[src/rtl/hamming_secded_codec.sv]
// Serial Hamming SECDED encoder/decoder: scans one codeword position per cycle.
// Build with HAMMING_CORRECT_EN defined to correct single errors; default is detect-only.
//
// state  | meaning
// IDLE   | waiting for start, last results held
// LOAD   | build working vector from registered operand
// SCAN   | accumulate syndrome and overall parity, one bit per cycle
// FINISH | place parity bits (encode) or classify error (decode)
// DONE   | results valid, wait for start to drop
module hamming_secded_codec #(
    parameter int DW = 11,
    parameter int PW = 4,
    localparam int CW = DW + PW + 1,
    localparam int SW = $clog2(CW)
) (
    input  logic          clock,
    input  logic          reset,
    input  logic          start,
    input  logic          mode_in,
    input  logic [DW-1:0] data_in,
    input  logic [CW-1:0] code_in,
    output logic          busy_out,
    output logic          ready_out,
    output logic [CW-1:0] code_out,
    output logic [DW-1:0] data_out,
    output logic          err_single_out,
    output logic          err_double_out,
    output logic [SW-1:0] err_pos_out
);

    typedef enum logic [2:0] {IDLE, LOAD, SCAN, FINISH, DONE} state_t;

    function automatic bit is_pow2(input int p);
        return (p > 0) && ((p & (p - 1)) == 0);
    endfunction

    function automatic int log2i(input int p);
        int r;
        r = 0;
        for (int k = 0; k < 31; k++) if ((1 << k) == p) r = k;
        return r;
    endfunction

    // index of the data bit stored at codeword position p
    function automatic int didx(input int p);
        int n;
        n = 0;
        for (int q = 3; q < p; q++) if (!is_pow2(q)) n++;
        return n;
    endfunction

    function automatic int dpos(input int i);
        int n;
        int r;
        n = 0;
        r = 0;
        for (int q = 3; q < CW; q++) begin
            if (!is_pow2(q)) begin
                if (n == i) r = q;
                n++;
            end
        end
        return r;
    endfunction

    if (DW < 4 || DW > 26) begin : g_dw_chk
        $error("hamming_secded_codec: DW must be in 4..26");
    end
    if ((1 << PW) < CW) begin : g_pw_chk
        $error("hamming_secded_codec: PW too small, need 2**PW >= DW+PW+1");
    end

    state_t        state, state_nxt;
    logic          mode_r;
    logic [DW-1:0] data_r;
    logic [CW-1:0] code_r;
    logic [CW-1:0] work;
    logic [PW-1:0] syn;
    logic          ovr;
    logic [SW-1:0] idx;

    logic [CW-1:0] scat;
    logic [CW-1:1] enc_hi;
    logic [CW-1:0] flip;
    logic [CW-1:0] corrected;
    logic [DW-1:0] dec_data;
    logic          par;
    logic          fin_single;
    logic          fin_double;
    logic [SW-1:0] fin_pos;

    assign scat[0] = 1'b0;
    for (genvar p = 1; p < CW; p++) begin : g_pos
        if (is_pow2(p)) begin : g_par
            assign scat[p]   = 1'b0;
            assign enc_hi[p] = syn[log2i(p)];
        end else if (didx(p) < DW) begin : g_dat
            assign scat[p]   = data_r[didx(p)];
            assign enc_hi[p] = work[p];
        end else begin : g_pad
            assign scat[p]   = 1'b0;
            assign enc_hi[p] = 1'b0;
        end
    end

    for (genvar i = 0; i < DW; i++) begin : g_gat
        assign dec_data[i] = corrected[dpos(i)];
    end

    assign busy_out = (state == LOAD) || (state == SCAN) || (state == FINISH);

    always_ff @(posedge clock) begin
        if (reset) state <= IDLE;
        else       state <= state_nxt;
    end

    always_comb begin
        state_nxt = state;
        case (state)
            IDLE:    if (start) state_nxt = LOAD;
            LOAD:    state_nxt = SCAN;
            SCAN:    if (idx == SW'(CW - 1)) state_nxt = FINISH;
            FINISH:  state_nxt = DONE;
            DONE:    if (!start) state_nxt = IDLE;
            default: state_nxt = IDLE;
        endcase
    end

    // decode classification; overall parity compares scanned bits against stored bit 0
    always_comb begin
        par        = ovr ^ work[0];
        fin_single = 1'b0;
        fin_double = 1'b0;
        fin_pos    = '0;
        if (par && syn == '0) begin
            fin_single = 1'b1;
        end else if (par && ({1'b0, syn} < (PW + 1)'(CW))) begin
            fin_single = 1'b1;
            fin_pos    = SW'(syn);
        end else if (par || syn != '0) begin
            fin_double = 1'b1;
        end
`ifdef HAMMING_CORRECT_EN
        flip = fin_single ? (CW'(1) << fin_pos) : '0;
`else
        flip = '0;
`endif
        corrected = work ^ flip;
    end

    always_ff @(posedge clock) begin
        if (reset) begin
            mode_r         <= 1'b0;
            data_r         <= '0;
            code_r         <= '0;
            work           <= '0;
            syn            <= '0;
            ovr            <= 1'b0;
            idx            <= '0;
            ready_out      <= 1'b0;
            code_out       <= '0;
            data_out       <= '0;
            err_single_out <= 1'b0;
            err_double_out <= 1'b0;
            err_pos_out    <= '0;
        end else begin
            case (state)
                IDLE: begin
                    if (start) begin
                        mode_r <= mode_in;
                        data_r <= data_in;
                        code_r <= code_in;
                    end
                end
                LOAD: begin
                    ready_out <= 1'b0;
                    work      <= mode_r ? code_r : scat;
                    syn       <= '0;
                    ovr       <= 1'b0;
                    idx       <= SW'(1);
                end
                SCAN: begin
                    if (work[idx]) syn <= syn ^ PW'(idx);
                    ovr <= ovr ^ work[idx];
                    if (idx != SW'(CW - 1)) idx <= idx + SW'(1);
                end
                FINISH: begin
                    ready_out <= 1'b1;
                    if (mode_r) begin
                        code_out       <= corrected;
                        data_out       <= dec_data;
                        err_single_out <= fin_single;
                        err_double_out <= fin_double;
                        err_pos_out    <= fin_pos;
                    end else begin
                        code_out       <= {enc_hi, ^enc_hi};
                        data_out       <= data_r;
                        err_single_out <= 1'b0;
                        err_double_out <= 1'b0;
                        err_pos_out    <= '0;
                    end
                end
                default: ;
            endcase
        end
    end

endmodule

[config.mk]
export PLATFORM = sky130hd
export DESIGN_NAME = hamming_secded_codec
export DESIGN_NICKNAME = d
export VERILOG_FILES = /design/src/rtl/hamming_secded_codec.sv
export SDC_FILE = /design/constraint.sdc
export NUM_CORES = 1
export LEC_CHECK = 0
export ABC_AREA = 1
export BUFFER_PORTS_ARGS = -buffer_cell sky130_fd_sc_hd__buf_4
export CELL_PAD_IN_SITES_DETAIL_PLACEMENT = 1
export CELL_PAD_IN_SITES_GLOBAL_PLACEMENT = 2
export CORE_ASPECT_RATIO = 0.7
export CORE_MARGIN = 2
export CORE_UTILIZATION = 33
export DETAILED_ROUTE_END_ITERATION = 10
export GPL_ROUTABILITY_DRIVEN = 0
export PLACE_DENSITY_LB_ADDON = 0.25
export SYNTH_ARGS = -nofsm -noshare
export SYNTH_HDL_FRONTEND = slang
export SYNTH_SLANG_ARGS = --single-unit
export TNS_END_PERCENT = 30
[constraint.sdc]
create_clock -name clock -period 2.96 [get_ports clock]
set_input_delay 0 -clock clock [delete_from_list [all_inputs] [get_ports clock]]
set_output_delay 0 -clock clock [all_outputs]
set_load 0.02 [all_outputs]
==> results of run 1 <==
-- cell usage after synthesis --
cell type	number	area share
nand2_1	155	0.14
dfxtp_1	90	0.45
nor2_1	80	0.075
o21ai_0	58	0.072
a21oi_1	45	0.056
inv_1	35	0.033
nand3_1	25	0.031
o21ai_1	16	0.020
a31oi_1	14	0.022
clkbuf_1	14	0.013
buf_2	11	0.014
inv_2	6	0.0056
buf_4	5	0.0094
ha_1	2	0.0062
nand2_2	2	0.0031
nand3_2	2	0.0050
nand4_1	2	0.0031
nor3_1	2	0.0025
nor3_2	2	0.0050
nor3_4	2	0.0081
o211ai_1	2	0.0037
xnor2_1	2	0.0044
a32oi_1	1	0.0022
buf_1	1	0.00093
nand3_4	1	0.0044
nand4_2	1	0.0031
nor2_2	1	0.0016
o21a_1	1	0.0019
-- worst max-delay path: stages (launching register included) --
cell and delay, ps:
dfxtp_1 330, inv_1 280, buf_4 310, nor3_2 420, nand3_1 200, a21oi_1 180
-- cell families (layout without fill, tap and decap cells) --
family / after synthesis / in the layout
adder cells (fa/ha/maj): 2 / 2
AO/OA/AOI/OAI: 137 / 137
flip-flops: 90 / 90
XOR/XNOR: 2 / 2
AND/OR/NAND/NOR: 275 / 275
buffers and inverters: 72 / 158
-- what timing repair did --
action / in CTS / in global routing
endpoints found under the hold margin: 29 / 0
hold buffers: 29 / 0
setup endpoints to repair: 0 / 0
-- per-stage QoR --
step,hold slack (ps),power (mW)
after floorplan,135,1.97
after global placement,224,2.21
after CTS,35.3,3.35
final,38.7,3.32
after detailed placement,231,2.23
after global routing,38.9,3.53
-- final cells by class --
cell class | instances | area [sq um] | share of cell area
tap | 157 | 196 | 0.0380
timing repair buffer | 101 | 831 | 0.161
clock buffer | 13 | 250 | 0.0484
inverter | 41 | 154 | 0.0298
clock inverter | 3 | 25.0 | 0.00484
multi-input combinational | 416 | 1910 | 0.369
sequential | 90 | 1800 | 0.349
-- metal layers --
layer  track usage  part of all wire
met3        0.0405             0.054
met2         0.346              0.43
met1         0.318              0.51
met5             0                 0
met4        0.0434            0.0041
-- where the power goes --
| part | internal (mW) | total (mW) | switching (mW) |
|---|---|---|---|
| clock network | 0.597 | 1.08 | 0.485 |
| registers | 1.32 | 1.44 | 0.122 |
| logic | 0.281 | 0.798 | 0.517 |
| total | 2.20 | 3.32 | 1.12 |
-- state kept, by name, indices dropped and copies added, names as in the netlist --
| name | count |
|---|---|
| code_out | 16 |
| code_r | 16 |
| corrected | 16 |
| data_out | 11 |
| data_r | 11 |
| err_pos_out | 4 |
| idx | 4 |
| syn | 4 |
| state | 3 |
| err_double_out | 1 |
| err_single_out | 1 |
| mode_r | 1 |
| ovr | 1 |
| ready_out | 1 |
-- how the worst max path moves through the flow --
stage	from	end	cells past startpoint
after floorplan	syn[0]	code_out[0]	12
after global placement	mode_r	err_pos_out[1]	5
after detailed placement	mode_r	err_pos_out[1]	5
after CTS	mode_r	err_pos_out[1]	5
after global routing	mode_r	err_pos_out[1]	5
final	mode_r	err_pos_out[1]	5
==> impl_metrics.tcl, run 1 <==
set metrics [dict create \
    period_share 0.612 \
    cap_violations 0 \
    critPathKind "flop to flop" \
    fin_crit_ps 1810 \
    h-tree-depth 3 \
    synth_compound_area_frac 0.178 \
    cts_tree "yes" \
    place_area_sq_mm 0.00460 \
    dpl.cell_count 776 \
    grt_overflow 0 \
    timing.rr.end "err_pos_out[1]" \
    synth_fa_ha_area_frac 0.00624 \
    synth-xor-area-share 0.00437 \
    hold_violations 0 \
    hp-start "reset" \
    worst_r2r_path_depth 5 \
    final_cell_mix "nand2_1, dfxtp_1, nor2_1, buf_4, o21ai_0" \
    drt_first_pass_iters 4 \
    nets 692 \
    final_common_cell "nand2_1" \
    r2r-start "mode_r" \
    path_max_fanout 22 \
    area_growth_pct 28.7 \
    start_util 0.341 \
    io_pins 66 \
    post_drt_wl_per_cell_um 16.5 \
    clockRootBuffer "clkbuf_16" \
    fin_ws_ps 1150 \
    power_per_cell_area_mw_per_mm2 643 \
    drive_above_1_share 0.154 \
    grt_pass1_vias 4218 \
    final_area_sq_mm 0.00517 \
    syn_nets 611 \
    cts_setup_buffers 0 \
    slew_violations 0 \
    netlist_area_sq_mm 0.00401 \
    n_antenna_cell 0 \
    vias_per_cell 5.00 \
    clock_skew_ps 6.94 \
    max_freq_ghz 0.552 \
    postSynthAreaPerCell_sq_um 6.94 \
    clock_tree.buffer_depth 2 \
    min_to "err_single_out" \
    slew_headroom 0.543 \
    core_area_sq_mm 0.0118 \
    wl_um 13500 \
    postLayoutCoreUtil 0.439 \
    post_cts_resized 0 \
    r2r_slack_ps 1150 \
    cts_sinks 90 \
    synth_cell_types 28 \
    rsz0062_at_grt "false" \
    numPortBuffers 65 \
    cp-end-kind "flop" \
    grt_start_max_net_pins 66 \
    num-fill-cells 1505 \
    cp.arrival_ps 2080 \
    synth_cells 578 \
    die_area_sq_mm 0.0131 \
    run_status "complete, no violations" \
    dp_hpwl_um 9420 \
    clock_latency_ps 340 \
    vias 4107 \
    route.detailed.drc 0 \
    ir_worst_vdd_mv 0.264 \
    setup_tns_ps 0 \
    drt_iter0_drc 184 \
    synth_seq_cells 90 \
    leakagePower_nw 2.22 \
    die_y_um 96.3 \
    cp.required_ps 3220 \
    synth_top_family_by_area "simple AND/OR/NAND/NOR gates" \
    clk_pin_slew_worst_paths_ps 70 \
    setup_viol 0 \
    ys_warn_count 0 \
    grt_pass1_wl_um 22100 \
    synthMuxAreaShare 0 \
    row_count 33 \
    worst_pin_slew_ps 685 \
    hold_path.class "input port to flop" \
    antenna_found_initial 0 \
    synth-simple-area-share 0.287 \
    seq_area_frac_synth 0.449 \
    startpoint_type "flop" \
    grt_use_total 0.221 \
    hold-path-cell-count 2 \
    die_w_um 136 \
    cts_made_buffers 9 \
    place_ws_ps 1150 \
    ant_nets 0 \
    fin_cells 821 \
]
(Power assumes the default switching activity.)
==> inputs of run 2 (changes only) <==
Settings changed: CORE_UTILIZATION 33 to 28.
Clock period 2.96 ns to 1.5 ns, I/O delays scaled along.
==> run 2 against run 1 <==
Effect of this change:
- clock skew rose by 1.4 ps
- total power up 110%
- sequential share of layout area down 2.3 points
- non-clock buffer count increased by 28
- critical endpoint is now code_out[0]
==> impl_metrics.tcl, run 2 (synthesis gave the netlist of run 1 again) <==
set metrics [dict create \
    cap_violations 0 \
    cts_tree "yes" \
    hold_path.class "input port to flop" \
    clock_latency_ps 340 \
    worst_pin_slew_ps 512 \
    start_util 0.287 \
    startpoint_type "flop" \
    power_mw 7.09 \
    post_drt_wl_per_cell_um 15.9 \
    die_w_um 147 \
    critPathKind "flop to flop" \
    vias 4185 \
    antenna_found_initial 0 \
    route.detailed.drc 0 \
    setup_viol 0 \
    timing.rr.end "code_out[0]" \
    hp-start "reset" \
    drt_iter0_drc 204 \
    fin_ws_ps 82.4 \
    p_sw_frac 0.335 \
    run_status "complete, no violations" \
    nets 721 \
    drt_first_pass_iters 4 \
    clockRootBuffer "clkbuf_16" \
    rsz0062_at_grt "true" \
    hold_ws_ps 142 \
    ir_worst_vdd_mv 0.623 \
    comb_power_share 0.269 \
    grt_pass1_vias 4344 \
    clock_skew_ps 8.30 \
    io_pins 66 \
    clock_tree.buffer_depth 2 \
    wl_um 14000 \
    slew_headroom 0.655 \
    power_per_cell_area_mw_per_mm2 1270 \
    clk_pin_slew_worst_paths_ps 70 \
    slew_violations 0 \
    dp_hpwl_um 9880 \
    clkPwrFrac 0.337 \
    cp.required_ps 1720 \
    row_count 36 \
    dpl.cell_count 834 \
    die_y_um 104 \
    fin_cells 883 \
    min_to "state[1]" \
    h-tree-depth 3 \
    pwr-share-seq 0.394 \
    fin_crit_ps 1420 \
    worst_r2r_path_depth 13 \
    n_antenna_cell 0 \
    cts_sinks 90 \
    hold_violations 0 \
    cts_made_buffers 9 \
    max_freq_ghz 0.705 \
    final_cell_mix "nand2_1, buf_4, dfxtp_1, nor2_1, o21ai_0" \
    r2r_slack_ps 80 \
    vias_per_cell 4.74 \
    cp.arrival_ps 1640 \
    core_area_sq_mm 0.0140 \
    p_sw_mw 2.38 \
    die_area_sq_mm 0.0153 \
    leakagePower_nw 2.40 \
    grt_pass1_wl_um 22700 \
    grt_start_max_net_pins 66 \
    hold-path-cell-count 3 \
    cp-end-kind "flop" \
    ant_nets 0 \
    final_common_cell "nand2_1" \
    period_share 0.945 \
    place_ws_ps -12.1 \
    grt_use_total 0.188 \
    r2r-start "syn[1]" \
    numPortBuffers 65 \
    path_max_fanout 3 \
    internal-power_mw 4.71 \
    grt_overflow 0 \
    area_growth_pct 38.8 \
    drive_above_1_share 0.224 \
]
-- run 2: changes by cell type in the layout (fill, tap and decap cells not counted), sizes merged --
cell | before | now
inv | 41 | 43
clkbuf | 13 | 11
bufinv | 0 | 1
buf | 72 | 100
clkinvlp | 1 | 0
nand3 | 28 | 29
-- run 2: through the flow --
step           TNS (ps)  instance area, sq um  utilization
2_1_floorplan         0                  4010            -
3_3_place_gp          0                  4850        0.348
3_5_place_dp      -12.1                  4850        0.348
4_1_cts               0                  5460        0.391
5_1_grt            -279                  5570        0.399
6_report              0                  5570        0.399
-- run 2: worst max path at each step --
stage / depth (start not counted) / endpoint / from / slack (ps)
final: 13 / code_out[0] / syn[1] / 80
after global routing: 6 / data_out[0] / mode_r / -70
after CTS: 8 / ovr / state[2] / 5
after detailed placement: 13 / code_out[0] / syn[0] / -10
after global placement: 13 / code_out[0] / syn[0] / 70
after floorplan: 12 / code_out[0] / syn[0] / 70
-- run 2: power by group through the flow --
stage | clock network [mW] | registers, mW | logic [mW]
floorplan | 0 | 2.82 | 1.08
global placement | 0 | 2.82 | 1.69
detailed placement | 0 | 2.82 | 1.74
CTS | 2.43 | 2.77 | 1.83
global route | 2.54 | 2.82 | 2.16
finish | 2.39 | 2.79 | 1.90
-- run 2: final cells by class --
cell class	instances	area, sq um
Fill cell	1736	8390
Timing Repair Buffer	129	1080
Clock buffer	11	243
Inverter	41	164
Sequential cell	90	1810
Tap cell	190	238
Clock inverter	5	61.3
Multi-Input combinational cell	417	1970
-- run 2: routing by layer --
layer / vias up / share of wire / wire length, um / track usage
met5: - / 0 / 0 / 0
met4: 0 / 0.0046 / 65 / 0.0398
met3: 4 / 0.042 / 591 / 0.0360
met2: 70 / 0.43 / 6040 / 0.284
met1: 2004 / 0.52 / 7330 / 0.276
li1: 2107 / - / - / -
-- run 2: critical path, stage by stage, from the launching register on --
cell and delay [ps]:
dfxtp_2 350, inv_2 50, ha_4 280, inv_2 40, nand2_2 50, nand2_1 50, nand2_1 50, nand2_1 60
nand2_1 70, nand2_1 40, nand2_1 50, nand3_1 70, nand2_1 60, a21oi_1 60
-- run 2: timing repair --
action	CTS	global route
setup buffers	0	3
hold buffers	29	0
cloned	0	1
hold endpoints to repair	29	0
setup endpoints to repair	1	61
pin swaps	0	6
resized for setup	1	33
